**config.mk**
```make
export PLATFORM = sky130hd
export DESIGN_NAME = e1_tick_monitor
export DESIGN_NICKNAME = d
export VERILOG_FILES = /design/src/rtl/e1_tick_monitor_pkg.sv /design/src/rtl/sat_counter.sv /design/src/rtl/e1_tick_monitor.sv
export SDC_FILE = /design/constraint.sdc
export NUM_CORES = 1
export LEC_CHECK = 0
export CAP_MARGIN = 10
export CORE_ASPECT_RATIO = 1.1
export CORE_MARGIN = 8
export CORE_UTILIZATION = 45
export DETAILED_ROUTE_END_ITERATION = 10
export PLACE_DENSITY = 0.66
export SYNTH_ARGS = -nofsm -noshare
export SYNTH_HDL_FRONTEND = slang
export SYNTH_SLANG_ARGS = --single-unit
```
**constraint.sdc**
```tcl
create_clock -name clk -period 2.37 [get_ports clk]
set_input_delay 0.474 -clock clk [delete_from_list [all_inputs] [get_ports clk]]
set_output_delay 0.474 -clock clk [all_outputs]
set_load 0.05 [all_outputs]
```
**src/rtl/e1_tick_monitor_pkg.sv**
```systemverilog
// Shared constants for the E1 tick monitor: register map, CSR bit positions,
// counter indices and control state encoding.
package e1_tick_monitor_pkg;

  localparam logic [3:0] REG_CSR        = 4'h0;
  localparam logic [3:0] REG_SNAP_TICKS = 4'h1;
  localparam logic [3:0] REG_SNAP_CYC   = 4'h2;
  localparam logic [3:0] REG_LIVE       = 4'h3;

  localparam int CSR_EN      = 0;
  localparam int CSR_VALID   = 1;
  localparam int CSR_OVF     = 2;
  localparam int CSR_TMO     = 3;
  localparam int CSR_SEQ_LSB = 16;

  localparam int CNT_RX  = 0;
  localparam int CNT_TX  = 1;
  localparam int CNT_CYC = 2;

  typedef enum logic [1:0] {
    IDLE = 2'd0,
    ARM  = 2'd1,
    RUN  = 2'd2
  } state_t;

endpackage

```
**src/rtl/sat_counter.sv**
```systemverilog
// Saturating up-counter. load1 restarts at 1 (a tick landing on the restart
// edge), clr restarts at 0; at all-ones the count holds and sat is high.
module sat_counter #(
  parameter int W = 16
) (
  input  logic         clk,
  input  logic         rst_n,
  input  logic         clr,
  input  logic         load1,
  input  logic         inc,
  output logic [W-1:0] q,
  output logic         sat
);

  assign sat = &q;

  always_ff @(posedge clk or negedge rst_n) begin
    if (!rst_n) begin
      q <= '0;
    end else if (load1) begin
      q <= W'(1);
    end else if (clr) begin
      q <= '0;
    end else if (inc && !sat) begin
      q <= q + W'(1);
    end
  end

endmodule

```
**src/rtl/e1_tick_monitor.sv**
```systemverilog
// Counts E1 RX/TX bit ticks and clk cycles between USB SOFs, snapshots them
// once per frame and exposes the results on a small Wishbone register file.
module e1_tick_monitor
  import e1_tick_monitor_pkg::*;
#(
  parameter int unsigned SOF_TIMEOUT = 61440,
  parameter int unsigned CW          = 16
) (
  input  logic        clk,
  input  logic        rst_n,
  input  logic        tick_e1_rx,
  input  logic        tick_e1_tx,
  input  logic        tick_usb_sof,
  input  logic [3:0]  wb_addr,
  input  logic [31:0] wb_wdata,
  input  logic        wb_we,
  input  logic        wb_cyc,
  output logic [31:0] wb_rdata,
  output logic        wb_ack
);

  localparam logic [31:0] TMO_LAST = 32'(SOF_TIMEOUT - 1);

  state_t          state_reg, state_next;
  logic            en_reg, valid_reg, ovf_reg, tmo_reg;
  logic [15:0]     seq_reg;
  logic [CW-1:0]   snap_rx_reg, snap_tx_reg, snap_cyc_reg;
  logic            ack_reg;
  logic [31:0]     rdata_reg;

  logic [2:0]      cnt_inc, cnt_sat;
  logic [CW-1:0]   cnt_q [3];
  logic            restart, zero_cnt, take_snap, tmo_evt, clr_valid;
  logic            cyc_at_limit, bus_acc, csr_wr;
  logic [31:0]     csr_word, rd_mux;
  logic            unused_wdata;

  assign cnt_inc      = {1'b1, tick_e1_tx, tick_e1_rx};
  // Compared at 32 bits so a timeout beyond the counter range never fires.
  assign cyc_at_limit = (32'(cnt_q[CNT_CYC]) == TMO_LAST);

  for (genvar gi = 0; gi < 3; gi++) begin : g_cnt
    sat_counter #(.W(CW)) u_cnt (
      .clk   (clk),
      .rst_n (rst_n),
      .clr   (zero_cnt | restart),
      .load1 (restart & cnt_inc[gi]),
      .inc   (cnt_inc[gi]),
      .q     (cnt_q[gi]),
      .sat   (cnt_sat[gi])
    );
  end

  always_ff @(posedge clk or negedge rst_n) begin
    if (!rst_n) state_reg <= IDLE;
    else        state_reg <= state_next;
  end

  always_comb begin
    state_next = state_reg;
    restart    = 1'b0;
    zero_cnt   = 1'b0;
    take_snap  = 1'b0;
    tmo_evt    = 1'b0;
    if (!en_reg) begin
      state_next = IDLE;
      zero_cnt   = 1'b1;
    end else begin
      unique case (state_reg)
        IDLE: begin
          state_next = ARM;
          zero_cnt   = 1'b1;
        end
        ARM: begin
          if (tick_usb_sof) begin
            state_next = RUN;
            restart    = 1'b1;
          end else if (cyc_at_limit) begin
            tmo_evt  = 1'b1;
            zero_cnt = 1'b1;
          end
        end
        RUN: begin
          if (tick_usb_sof) begin
            restart   = 1'b1;
            take_snap = 1'b1;
          end else if (cyc_at_limit) begin
            state_next = ARM;
            tmo_evt    = 1'b1;
            zero_cnt   = 1'b1;
          end
        end
        default: state_next = IDLE;
      endcase
    end
  end

  assign clr_valid = tmo_evt | ~en_reg;

  // A bus access is serviced on the edge that raises ack.
  assign bus_acc = wb_cyc & ~ack_reg;
  assign csr_wr  = bus_acc & wb_we & (wb_addr == REG_CSR);

  always_ff @(posedge clk or negedge rst_n) begin
    if (!rst_n) begin
      en_reg       <= 1'b0;
      valid_reg    <= 1'b0;
      ovf_reg      <= 1'b0;
      tmo_reg      <= 1'b0;
      seq_reg      <= '0;
      snap_rx_reg  <= '0;
      snap_tx_reg  <= '0;
      snap_cyc_reg <= '0;
    end else begin
      if (csr_wr) en_reg <= wb_wdata[CSR_EN];

      if (take_snap)      valid_reg <= 1'b1;
      else if (clr_valid) valid_reg <= 1'b0;

      // Hardware set takes priority over a same-cycle write-1-to-clear.
      if (|cnt_sat)                         ovf_reg <= 1'b1;
      else if (csr_wr && wb_wdata[CSR_OVF]) ovf_reg <= 1'b0;

      if (tmo_evt)                          tmo_reg <= 1'b1;
      else if (csr_wr && wb_wdata[CSR_TMO]) tmo_reg <= 1'b0;

      if (take_snap) begin
        seq_reg      <= seq_reg + 16'd1;
        snap_rx_reg  <= cnt_q[CNT_RX];
        snap_tx_reg  <= cnt_q[CNT_TX];
        snap_cyc_reg <= cnt_q[CNT_CYC];
      end
    end
  end

  always_comb begin
    csr_word                            = '0;
    csr_word[CSR_EN]                    = en_reg;
    csr_word[CSR_VALID]                 = valid_reg;
    csr_word[CSR_OVF]                   = ovf_reg;
    csr_word[CSR_TMO]                   = tmo_reg;
    csr_word[CSR_SEQ_LSB +: 16]         = seq_reg;
  end

  always_comb begin
    rd_mux = '0;
    case (wb_addr)
      REG_CSR:        rd_mux = csr_word;
      REG_SNAP_TICKS: rd_mux = {16'(snap_tx_reg), 16'(snap_rx_reg)};
      REG_SNAP_CYC:   rd_mux = {16'd0, 16'(snap_cyc_reg)};
      REG_LIVE:       rd_mux = {16'(cnt_q[CNT_TX]), 16'(cnt_q[CNT_RX])};
      default:        rd_mux = '0;
    endcase
  end

  always_ff @(posedge clk or negedge rst_n) begin
    if (!rst_n) begin
      ack_reg   <= 1'b0;
      rdata_reg <= '0;
    end else begin
      ack_reg   <= wb_cyc & ~ack_reg;
      rdata_reg <= (bus_acc && !wb_we) ? rd_mux : 32'd0;
    end
  end

  assign wb_ack       = ack_reg;
  assign wb_rdata     = rdata_reg;
  assign unused_wdata = ^{wb_wdata[31:4], wb_wdata[CSR_VALID]};

endmodule

```
* After elaboration in Yosys (flattened, before gate mapping)
Cells that the tools add are included.
** Operators by class
- Add/subtract/negate cells :: 4
- Multiplexer cells :: 33
- Bitwise operators :: 9
- Eq/ne operators :: 10
- Reduce and logical (&&, ||, !) cells :: 21
** Operators by type and width (count)
- $mux W16 :: 9
- $pmux W32 S4 :: 1
- $add A16 B1 Y16 const B :: 4
- $reduce_and A16 Y1 :: 3
- $mux W32 :: 1
- $eq A16 B16 Y1 const B :: 1
- $mux W1 :: 16
- $ne A3 B3 Y1 const B :: 4
- $eq A4 B2 Y1 const B :: 2
- $mux W2 :: 4
- $pmux W2 S3 :: 1
- $reduce_bool A2 Y1 :: 3
- $reduce_bool A3 Y1 :: 2
- $and A1 B1 Y1 :: 5
- $logic_and A1 B1 Y1 :: 5
- $eq A4 B1 Y1 const B :: 1
- $logic_not A4 Y1 :: 1
- $logic_not A1 Y1 :: 3
- $reduce_and A3 Y1 :: 1
- $reduce_or A3 Y1 :: 1
- $eq A2 B1 Y1 const B :: 1
- $eq A2 B2 Y1 const B :: 1
- $logic_not A2 Y1 :: 1
- $not A1 Y1 :: 2
- other kinds (3) :: 4
** Word-level totals
- Bits in registers :: 151
- Word-level logic and storage cells :: 91
- Input bits :: 43
- Output and inout port bits :: 33

* Logic depth before layout (Yosys ltp)
Gate-level depths: netlist of run 1.
- Depth in word-level cells :: 8
- Depth in mapped cells :: 8
- Gate-level depth less buffers :: 7

* Hierarchy
From an unflattened synthesis of run 1, not the netlist that was laid out.
** Second synthesis, totals
- Cells, all modules :: 729
- Area, all modules :: 7144.4 um2
** By module, submodules not included
- e1_tick_monitor :: cells each 435, sequential area each 2577.5 um2, area an instance 4324.1 um2, times used 1
- sat_counter (g_cnt[0].u_cnt ...) :: cells each 101, sequential area each 400.4 um2, area an instance 924.6 um2, times used 2
- sat_counter (g_cnt[2].u_cnt) :: cells each 92, sequential area each 400.4 um2, area an instance 970.9 um2, times used 1

* Worst setup path before layout of run 1
Ideal clock, no wire load.
- Path kind :: register to register
- Start :: reg g_cnt[2].u_cnt.q[0]
- End :: reg g_cnt[2].u_cnt.q[10]
- Required time :: 2.240 ns
- Setup slack :: 0.416 ns
- Arrival :: 1.824 ns
- Clock period less this slack :: 1.954 ns
- Stages on the path, launching flop included :: 9
- Library setup time :: 0.130 ns
- Path buffers :: 2
- Path through :: dfrtp_1 ha_1 nand2_2 nor4b_2 a41o_1 nand2b_1 buf_2 buf_2 a211oi_1
** On the way
- Longest elaborated chain between the ends :: 8
- Elaborated cells on any way between the ends :: 12
- Those cells by class :: add/sub: 1; eq/ne: 2; mux: 7; bitwise: 1; reduce/logical: 1
** RTL lines
- start: declaration :: RTL line sat_counter.sv:11 : output logic [W-1:0] q,
- start signal: assignment :: RTL line sat_counter.sv:25 : q <= q + W'(1);
- $eq A16 B16 Y1 :: RTL line e1_tick_monitor.sv:40 : assign cyc_at_limit = (32'(cnt_q[CNT_CYC]) == TMO_LAST);
- $mux W1 :: RTL line e1_tick_monitor.sv:78, e1_tick_monitor.sv:87
- $mux W1 :: RTL line e1_tick_monitor.sv:84 : if (tick_usb_sof) begin
- $pmux W1 S2 :: RTL line e1_tick_monitor.sv:69 : unique case (state_reg)
- $mux W1 :: RTL line e1_tick_monitor.sv:65 : if (!en_reg) begin
- $or A1 B1 Y1 :: RTL line e1_tick_monitor.sv:46 : .clr (zero_cnt | restart),
- $mux W16 :: RTL line sat_counter.sv:22 : end else if (clr) begin
- $mux W16 :: RTL line sat_counter.sv:20 : end else if (load1) begin
Parallel ways exist; a longest one is shown, timed or not. The select of a mux whose other input is x is not followed.
A chain may end at the register's enable or synchronous reset.

* Worst setup path in the final report of run 1
- Start :: reg g_cnt[2].u_cnt.q[1]
- End :: reg state_reg[0]
** On the way
- Longest elaborated chain between the ends :: 3
** RTL lines
- $eq A16 B16 Y1 :: RTL line e1_tick_monitor.sv:40
- $ne A3 B3 Y1 (no source line)
- $reduce_and A3 Y1 (no source line)
- end signal: assignment :: RTL line e1_tick_monitor.sv:56 : else state_reg <= state_next;
- end: declaration :: RTL line e1_tick_monitor.sv:24 : state_t state_reg, state_next;
Every way passes these cells.

==> impl_metrics.csv, run 1 <==
group,metric,value,unit
yosys,synth_top_family_by_area,"simple AND/OR/NAND/NOR gates",
yosys,synthSimpleGateAreaFrac,0.2331,
routing,post_drt_wl_per_cell,17.20,um
yosys,synth.net_count,784,
status,status,"finished with violations",
routing,routed_via_density,5.595,
yosys,yosys-top-cells-count,"nand2_1 (196), dfrtp_1 (151), a21oi_1 (52), nor2_1 (48), a22oi_1 (36)",
sta,fin_crit_sh,0.8939,
clock_tree,cts.sinks,151,
setup_path,critPathArrivalTime,2.46,ns
routing,wl,17270,um
placement,gp_congestion,0.8930,
yosys,yosys.area_share.xor_xnor,0.05080,
yosys,synthAdderAreaFrac,0.01451,
setup_path,critical_path.endpoint_type,"flip-flop",
setup_path,critical_path_class,"reg2reg",
floorplanning,die_area,19550,um2
global_routing,grt_pass1_vias,5621,
yosys,syn_area,6897,um2
yosys,synth_cells,733,
global_routing,grt_use_total,0.1856,
placement,port_buffers,46,
pwr,pwr_density_cell,661.2,nW/um2
clock_tree,cts_tree,"done",
routing,vias,5617,
clock_tree,cts_hold_buf,0,
sta,slew_headroom,0.5665,
yosys,synthTopCellsByArea,"dfrtp_1 (55%), nand2_1 (11%), xnor2_1 (4.4%)",
routing,drtAntennaViolNets,0,
clock_tree,cts-root-to-sink-buffers,2,
floorplanning,fp.dieW,134.0,um
finish,drive_gt1_frac,0.09901,
finish,largest_reg_flops,48,
sta,worst_pin_slew,0.6454,ns
finish,fin_area,8389,um2
yosys,async_flop_share,1.000,
sta,min_period,2.119,ns
yosys,synth_top_flop_cell,"dfrtp_1",
clock_tree,clk_latency,0.43,ns
setup_path,rr_worst_depth,6,
global_routing,grt_max_degree,56,
finish,top_register,"g_cnt.u_cnt.q",
clock_tree,cts_setup_buffers,0,
finish,area_growth,21.64,%
floorplanning,initial_core_util,0.4599,
setup_path,r2r-end,"state_reg[0]$_DFFE_PN0P_",
placement,dpl_cell_area,7795,um2
yosys,syn_avg_cell_area,9.409,um2
clock_tree,clockRootBuffer,"clkbuf_16",
sta,rsz0062_at_grt,"no",
global_routing,antenna_found_initial,0,
sta,final-setup-viol-count,0,
setup_path,reg2reg_from,"g_cnt[2].u_cnt.q[1]$_DFFE_PN0P_",
global_routing,grt_pass1_wl,29100,um
yosys,yosysUniqueCellTypes,50,
routing,dr.pass1.iters,5,
setup_path,crit_fanout,5,
sta,finClkSkew,0.008756,ns
floorplanning,rows,47,
setup_path,worstPathRequired,2.72,ns
global_routing,overflow,0,
sta,fmax,0.4720,GHz
setup_path,start_kind,"flip-flop",
yosys,synth-seq-area-share,0.5479,
yosys,synthMuxAreaShare,0.01179,
clock_tree,numCtsBuffers,17,
status,violations,"hold timing",
floorplanning,core-area,15000,um2
yosys,synth_warnings,0,
clock_tree,htreeDepth,4,
clock_tree,path_clk_slew,0.06,ns
pwr,peakVddDrop,496.1,uV
yosys,yosys.area.top_type,"dfrtp_1",
job,cap_viol_max_count,0,
sta,maxSlewViolCount,0,
yosys,synth-edff-count,0,
sta,hold_violations,6,
yosys,synth_most_common_cell,"nand2_1",
sta,setup_ws,0.2515,ns
pwr,p_leak,3.622,nW
placement,place_ws,-0.03231,ns
finish,antenna-diode-count,0,
clock_tree,cts_resized,0,
finish,fin_nets,846,
yosys,ys_ff_latch,151,
routing,drt_iter0_markers,496,
setup_path,rrSetupSlack,0.25,ns
yosys,synth_compound_area_frac,0.1148,
routing,drc,0,
yosys,yosysTopAreaCellShare,0.5479,
sta,hold_slack,-0.003995,ns
placement,dp_hpwl,11920,um
floorplanning,io_pins,76,
floorplanning,die_h,145.8,um
worst_hold_path,hold_class,"in2async",
## layer usage
metal / share of wire / global-route usage / vias to the layer above
li1: - / - / 2643
met1: 0.42 / 0.2233 / 2763
met2: 0.49 / 0.3034 / 180
met3: 0.056 / 0.05559 / 31
met4: 0.027 / 0.07532 / 0
met5: 0 / 0 / -
## placed cells by master (no fill, tap or decap), types with 2 or more instances in the layout
| cell type | Yosys | layout |
|---|---|---|
| nor4b_1 | 3 | 3 |
| or4_1 | 2 | 2 |
| clkdlybuf4s50_1 | 0 | 45 |
| nor4_1 | 5 | 4 |
| mux2i_1 | 7 | 7 |
| buf_12 | 0 | 6 |
| xnor2_1 | 35 | 35 |
| nand2_1 | 196 | 196 |
| xor2_1 | 5 | 5 |
| clkinv_4 | 0 | 4 |
| dfrtp_1 | 151 | 151 |
| nand3b_1 | 2 | 2 |
| a22oi_1 | 36 | 36 |
| nand2b_1 | 3 | 3 |
| and4_1 | 4 | 4 |
| inv_1 | 11 | 11 |
| nor2_1 | 48 | 47 |
| o21ai_0 | 19 | 19 |
| and2_1 | 2 | 2 |
| a21oi_1 | 52 | 52 |
| o31ai_1 | 2 | 2 |
| nand3_1 | 26 | 25 |
| clkbuf_8 | 0 | 4 |
| and3_1 | 11 | 11 |
| nand4_1 | 16 | 16 |
| nor4_2 | 1 | 2 |
| a41o_1 | 2 | 2 |
| a311oi_1 | 2 | 2 |
| inv_6 | 0 | 3 |
| a211oi_1 | 5 | 5 |
| or2_2 | 3 | 3 |
| clkbuf_16 | 0 | 17 |
| buf_4 | 0 | 27 |
| or3_1 | 9 | 9 |
| nor3_1 | 13 | 13 |
| ha_1 | 8 | 8 |
| nor2b_1 | 2 | 2 |
## worst max-delay path by stage
stage / startpoint / endpoint / slack [ns] / depth (start not counted)
2_1_floorplan: g_cnt[2].u_cnt.q[0]$_DFFE_PN0P_ / g_cnt[2].u_cnt.q[10]$_DFFE_PN0P_ / 0.42 / 8
3_3_place_gp: tick_usb_sof / state_reg[0]$_DFFE_PN0P_ / 0.007 / 6
3_5_place_dp: tick_usb_sof / state_reg[0]$_DFFE_PN0P_ / -0.03 / 6
4_1_cts: g_cnt[2].u_cnt.q[1]$_DFFE_PN0P_ / state_reg[0]$_DFFE_PN0P_ / 0.25 / 6
5_1_grt: g_cnt[2].u_cnt.q[1]$_DFFE_PN0P_ / g_cnt[0].u_cnt.q[14]$_DFFE_PN0P_ / 0.06 / 7
6_report: g_cnt[2].u_cnt.q[1]$_DFFE_PN0P_ / state_reg[0]$_DFFE_PN0P_ / 0.25 / 6
## worst max-delay path, cell delays in order (launching register included)
cell and delay [ns]:
dfrtp_1 0.42, ha_1 0.28, nand2_2 0.09, nor4b_2 0.37, a21boi_0 0.19, or4_1 0.52, a21oi_1 0.17
## area by class of cell
type,instances,area [um2]
fill,1349,6606
sequential,151,3779
timing repair buffer,79,784.5
tap,196,245.2
clock buffer,22,484.2
inverter,11,41.29
multi-input combinational,535,2945
clock inverter,10,110.1
## cells by family (layout without fill, tap and decap cells)
logic type | after synthesis | count (layout)
and+or+nand+nor | 352 | 352
muxes | 8 | 8
buffers and inverters | 47 | 122
adders and majority gates | 8 | 8
xor gates and xnor gates | 40 | 40
AOI/OAI and AO/OA | 127 | 127
DFF | 151 | 151
## metrics by stage
| stage | hold WS [ns] | utilization | total power [mW] | TNS, ns | cells |
|---|---|---|---|---|---|
| 3_5_place_dp | 0.4627 | 0.5198 | 2.912 | -0.1091 | 972 |
| 5_1_grt | 0.02208 | 0.5594 | 5.743 | 0 | 1004 |
| 4_1_cts | 0.01044 | 0.5594 | 5.589 | 0 | 1004 |
| 3_3_place_gp | 0.4584 | 0.5198 | 2.903 | 0 | 972 |
| 2_1_floorplan | 0.1784 | - | 2.754 | 0 | 733 |
| 6_report | -0.003995 | 0.5594 | 5.547 | 0 | 1004 |
## report_power, final
group / leakage, nW / switching, mW / internal (mW)
clock network: 0.290 / 1.10 / 1.58
logic: 1.23 / 0.159 / 0.0874
registers: 2.10 / 0.0231 / 2.59
total: 3.62 / 1.29 / 4.26
Note: power is estimated with default switching activity, not from simulation.
==> run 2, diff against run 1 <==
--- a/config.mk
+++ b/config.mk
@@ -9,6 +9,7 @@
 export CORE_ASPECT_RATIO = 1.1
 export CORE_MARGIN = 8
 export CORE_UTILIZATION = 45
+export CTS_CLUSTER_DIAMETER = 120
 export DETAILED_ROUTE_END_ITERATION = 10
 export PLACE_DENSITY = 0.66
 export SYNTH_ARGS = -nofsm -noshare
==> results of run 2 <==
The final DEF is identical to that of run 1; final timing and power are the same.
